===== src/rtl/rptr_empty_sync.sv =====
// Read-side pointer, write-pointer synchronizer and empty/occupancy flags
// for the asynchronous FIFO.
module rptr_empty_sync #(
    parameter int n               = 4,
    parameter int ALMOST_EMPTY_TH = 2
) (
    input  logic         clk,
    input  logic         rrst,
    input  logic         rinc,
    input  logic [n:0]   w_gptr,
    output logic [n-1:0] r_bptr,
    output logic [n:0]   r_gptr,
    output logic         rempty,
    output logic         ralmost_empty,
    output logic [n:0]   rcount,
    output logic         runderflow
);

    localparam logic [n:0] AE_TH = ALMOST_EMPTY_TH[n:0];

    function automatic logic [n:0] gray2bin(input logic [n:0] g);
        logic [n:0] b;
        b[n] = g[n];
        for (int i = n - 1; i >= 0; i--) begin
            b[i] = b[i+1] ^ g[i];
        end
        return b;
    endfunction

    logic [n:0] rbin;
    logic [n:0] wq1;
    logic [n:0] wq2;
    logic       accept;
    logic [n:0] rbin_next;
    logic [n:0] rgray_next;
    logic [n:0] wbin;
    logic [n:0] count_next;

    assign accept     = rinc && !rempty;
    assign rbin_next  = rbin + {{n{1'b0}}, accept};
    assign rgray_next = rbin_next ^ (rbin_next >> 1);
    // Occupancy uses the already-synchronized pointer, so writes show up late.
    assign wbin       = gray2bin(wq2);
    assign count_next = wbin - rbin_next;

    assign r_bptr = rbin[n-1:0];

    always_ff @(posedge clk) begin
        if (rrst) begin
            rbin          <= '0;
            r_gptr        <= '0;
            wq1           <= '0;
            wq2           <= '0;
            rcount        <= '0;
            rempty        <= 1'b1;
            ralmost_empty <= 1'b1;
            runderflow    <= 1'b0;
        end else begin
            wq1           <= w_gptr;
            wq2           <= wq1;
            rbin          <= rbin_next;
            r_gptr        <= rgray_next;
            rempty        <= (rgray_next == wq2);
            rcount        <= count_next;
            ralmost_empty <= (count_next <= AE_TH);
            runderflow    <= rinc && rempty;
        end
    end

endmodule

===== config.mk =====
export PLATFORM = sky130hd
export DESIGN_NAME = rptr_empty_sync
export DESIGN_NICKNAME = d
export VERILOG_FILES = /design/src/rtl/rptr_empty_sync.sv
export SDC_FILE = /design/constraint.sdc
export NUM_CORES = 1
export LEC_CHECK = 0
export ABC_AREA = 1
export CAP_MARGIN = 20
export CORE_UTILIZATION = 50
export CTS_CLUSTER_DIAMETER = 60
export DETAILED_ROUTE_END_ITERATION = 10
export GPL_ROUTABILITY_DRIVEN = 0
export GPL_TIMING_DRIVEN = 1
export PLACE_DENSITY = 0.77
export RECOVER_POWER = 25
export SETUP_SLACK_MARGIN = 0.05
export SLEW_MARGIN = 25
export SYNTH_ARGS = -nofsm -noshare
export SYNTH_HDL_FRONTEND = slang
export SYNTH_SLANG_ARGS = --single-unit

===== constraint.sdc =====
create_clock -name clk -period 3.1 [get_ports clk]
set_clock_uncertainty 0.05 [all_clocks]
set_input_delay 0.62 -clock clk [delete_from_list [all_inputs] [get_ports clk]]
set_output_delay 0.62 -clock clk [all_outputs]
set_load 0.01 [all_outputs]

Word-level counts from Yosys, hierarchy flattened
Index checks and enable logic that the tools add are counted.
{"block": "op_classes", "div_mod_pow": 0, "shifts": 0, "n_mul": 0, "muxes": 0, "bitwise": 5, "reduce_logical": 3, "eq_ne": 1, "magnitude_cmp": 1, "addsub": 2}
{"op": "5-bit by 1-bit adder with 5-bit output", "count": 1}
{"op": "5-bit == test", "count": 1}
{"op": "5-bit by 2-bit <= comparator with 1-bit output (second input constant)", "count": 1}
{"op": "5-bit subtractor", "count": 1}
{"op": "5-bit by 4-bit bitwise XOR with 5-bit output", "count": 1}
{"op": "1-bit bitwise XOR", "count": 4}
{"op": "1-bit logical AND", "count": 2}
{"op": "1-bit logical NOT", "count": 1}
{"block": "word_totals", "ram_bits": 0, "n_memories": 0, "romBits": 0, "regBits": 28, "latchBits": 0, "output_inout_bits": 17}

Logic depth before layout (Yosys ltp)
{"block": "logic_depth", "word_depth": 6, "depth_mapped": 17}

Worst setup path before layout
No wires, ideal clock.
{"block": "synth_timing", "kind": "flip-flop to flip-flop", "startpoint": "reg wq2[4]", "endpoint": "reg ralmost_empty", "n_path_buf": 0, "setup_slack_ns": 0.751, "setup_time_ns": 0.109, "required_ns": 2.941, "arrival_ns": 2.190, "path_stages_with_launch": 18, "period_less_slack_ns": 2.349, "cell_sequence": "dfxtp_1 > inv_2 > nand2_1 > nand3_1 > nand2_2 > xor2_1 > xor2_1 > ha_1 > inv_1 > fa_1 > nand2_1 > inv_1 > nand3_1 > nand2_1 > nand2_1 > nand3_1 > nand2_1 > inv_1"}
{"block": "synth_between", "elab_chain_len": 6}
{"item": "start, declared", "line": "32", "rtl": "logic [n:0] wq2;"}
{"item": "start signal, assigned", "line": "60", "rtl": "wq2 <= wq1;"}
{"item": "1-bit bitwise XOR (4 in a row)", "line": "25", "rtl": "b[i] = b[i+1] ^ g[i];"}
{"item": "5-bit subtractor *", "line": "44", "rtl": "assign count_next = wbin - rbin_next;"}
{"item": "5-bit by 2-bit <= comparator with 1-bit output *", "line": "65", "rtl": "ralmost_empty <= (count_next <= AE_TH);"}
{"item": "end signal, assigned", "line": "65"}
{"item": "end, declared", "line": "14", "rtl": "output logic ralmost_empty,"}
Mark *: on every way between the ends. The rest lies on a longest branch, timed or not.
A chain may end at the register's enable or synchronous reset.

Worst setup path in the final report
{"block": "layout_timing", "startpoint": "in rinc", "endpoint": "reg ralmost_empty"}
{"block": "layout_between", "elab_chain_len": 4}
{"item": "start, declared", "line": "9", "rtl": "input logic rinc,"}
{"item": "1-bit logical AND", "line": "39", "rtl": "assign accept = rinc && !rempty;"}
{"item": "5-bit by 1-bit adder with 5-bit output", "line": "40", "rtl": "assign rbin_next = rbin + {{n{1'b0}}, accept};"}
{"item": "5-bit subtractor", "line": "44"}
{"item": "5-bit by 2-bit <= comparator with 1-bit output", "line": "65"}
Every way passes these cells.

==> impl_results.md <==
- Clock slew at reported path FFs: 130 ps
- Sequential element share of the synthesized area: 0.421
- Final Setup Violations: 0
- Switching share of power: 0.282
- Reg2reg start: wq2[4]$_SDFF_PP0_
- Slew Limit Fails: 0
- P_int: 515 µW
- Final min period: 2600 ps
- Ports: 25
- Switching power: 202 µW
- Setup bufs post-CTS: 0
- Most used standard cell by instance count after synthesis: nand2_1
- Hold Crit Class: register to register
- Leading area contributor after synthesis: dfxtp_1
- Fraction of layout cells with a size suffix above 1: 0.0718
- H-tree depth: 1
- DP Area: 1560 µm²
- PD cells: 453 nW/µm²
- Antenna cells: 0
- Initial antenna violation count: 0
- Post-synth top area share: 0.421
- P_leak: 0.000783 µW
- Synth Warn #: 0
- Post-Syn Area: 1280 µm²
- Antenna-violating nets left: 0
- PortBufs: 24
- Layout fillers: 203
- Clock Tree Buf Depth: 2
- Hold worst-path end: wq2[4]$_SDFF_PP0_
- Max-cap violations: 0
- Crit end category: register
- Critical path peak fanout: 6
- Largest cells by area after synthesis: dfxtp_1, nand2_1, nand3_1
- Mapped Cells: 182
- Post-synth ARST share: 0
- Part of the power in the clock network: 0.209
- Worst vdd ir: 289 µV
- Vias/cell: 4.84
- Syn-to-layout area delta: 23.2%
- Core Util, Final: 0.682
- # nets final: 225
- Clock sinks: 27
- Full die area: 2770 µm²
- Post-cts resize count: 0
- Vias in the first global route: 1,015
- Root Driver: clkbuf_4
- Worst setup SP type: input pin
- Top cells by count, synth: nand2_1, inv_1, dfxtp_1
- Reg-to-reg slack, setup: 530 ps
- DP HPWL: 1830 µm
- Final period util: 0.840
- Post-synth EDFFs: 0
- DRT Wirelength: 2290 µm
- Total CTS buffers: 3
- RR Endpoint: ralmost_empty$_SDFF_PP1_
- First-pass GRT wire length: 4020 µm
- Logic pwr share: 0.251
- Drt drc: 0
- Congestion Overflow GR: 0
- Outcome: finished clean
- Synth unique cells: 18
- Post-synthesis area per instance: 7.05 µm²
- Sum Neg Setup Slack: 0 ps
- Hold-critical path depth: 2
- Core Region: 2320 µm²
- Crit Path Class: input pin to register
- Data required time of the worst path: 3290 ps
- HP Start: wq1[4]$_SDFF_PP0_
- Die Y: 52.7 µm
- Per-cell routed wire length: 9.67 µm
- Largest net degree at the start of global routing: 18
- Fin cells: 237
- Initial Util: 0.554
- Final Hold Vio Count: 0
- Arr. time, crit path: 2790 ps
- FF-to-FF path depth: 17
- DP Cell Count: 233
- Cts hold-fix bufs: 0
- Synthesized net count: 197
- Least-Margin Pin Slew: 748 ps
- Unrepaired setup endpoints after global routing: false
- Main synth FF type: dfxtp_1
- Total Routing Usage GR: 0.198
- CTS tree: built
- Die Width: 52.7 µm
- FF+latch count, synth: 27
- Slew headroom: 0.501
- Worst-skew pair later-pin latency: 330 ps
- DR pass1 iterations: 4
- Post-route cell area: 1580 µm²
- Sequential share of power: 0.540
- Via Count: 1,148
- Drt first-iter violations: 12
- Achievable Freq: 384 MHz
- Rows: 17
## sequential cells by signal, summed over array words and instances, names as in the netlist
| signal | count |
|---|---|
| r_gptr | 5 |
| rcount | 5 |
| wq1 | 5 |
| wq2 | 5 |
| rbin | 4 |
| ralmost_empty | 1 |
| rempty | 1 |
| runderflow | 1 |
## worst max-delay path, cell delays in order
cell and delay, ps:
clkdlybuf4s50_1 480, inv_1 40, nor2_1 130, ha_1 250, inv_1 60, nand2_1 60
nand2_1 150, fa_1 500, nand2_1 80, inv_1 30, nand3_1 80, nand2_1 60
nand2_1 50, nand3_1 80, nand2_1 70, inv_1 40
## how the worst max path moves through the flow
stage	from	end
2_1_floorplan	wq2[4]$_SDFF_PP0_	ralmost_empty$_SDFF_PP1_
3_3_place_gp	rinc	ralmost_empty$_SDFF_PP1_
3_5_place_dp	rinc	ralmost_empty$_SDFF_PP1_
4_1_cts	rinc	ralmost_empty$_SDFF_PP1_
5_1_grt	wq2[4]$_SDFF_PP0_	ralmost_empty$_SDFF_PP1_
6_report	rinc	ralmost_empty$_SDFF_PP1_
## power groups by stage
stage                     combinational [µW]  sequential (µW)  clock (µW)
after global placement                   179              394           0
after detailed placement                 181              395           0
after CTS                                182              387         157
after floorplan                         94.2              406           0
final                                    180              387         150
after global routing                     208              390         172
## cell usage in the layout, fill, tap and decap left out
master	instances
nand2_1	42
inv_1	32
dfxtp_1	27
nand3_1	24
clkdlybuf4s50_1	23
nor2_1	22
a21oi_1	9
ha_1	6
nand2_2	4
inv_2	3
clkbuf_4	3
xor2_1	2
nand4_1	2
o21ai_2	2
clkbuf_1	2
nand2_4	1
nand3_2	1
nor2_2	1
clkinv_1	1
fa_1	1
dlygate4sd3_1	1
## final cells by class
| class | count | area [µm²] | area share |
|---|---|---|---|
| Timing Repair Buffer | 25 | 244 | 0.154 |
| Inverter | 36 | 135 | 0.0854 |
| Multi-Input combinational cell | 117 | 601 | 0.380 |
| Sequential cell | 27 | 541 | 0.342 |
| Tap cell | 28 | 35.0 | 0.0222 |
| Clock buffer | 4 | 26.3 | 0.0166 |
## stage by stage
step                      worst slack, ps  hold WS, ps  total power [µW]
after global routing                  201          370               770
after floorplan                       751          338               501
after CTS                             494          366               727
final                                 497          362               717
after detailed placement              149          347               576
after global placement                243          342               573
## metal layers
metal	part of all wire	GRT usage	up-vias
met5	0	0	-
met4	0.023	0.0921	0
met3	0.033	0.0261	5
met2	0.47	0.338	30
met1	0.48	0.243	500
li1	-	-	613
## logic make-up after synthesis
group	after synthesis	share of synthesized area
DFF	27	0.421
buffers and inverters	38	0.111
xor gates and xnor gates	2	0.0136
adders and majority gates	7	0.0741
AOI/OAI and AO/OA	11	0.0487
and+or+nand+nor	97	0.331
(Power assumes the default switching activity.)
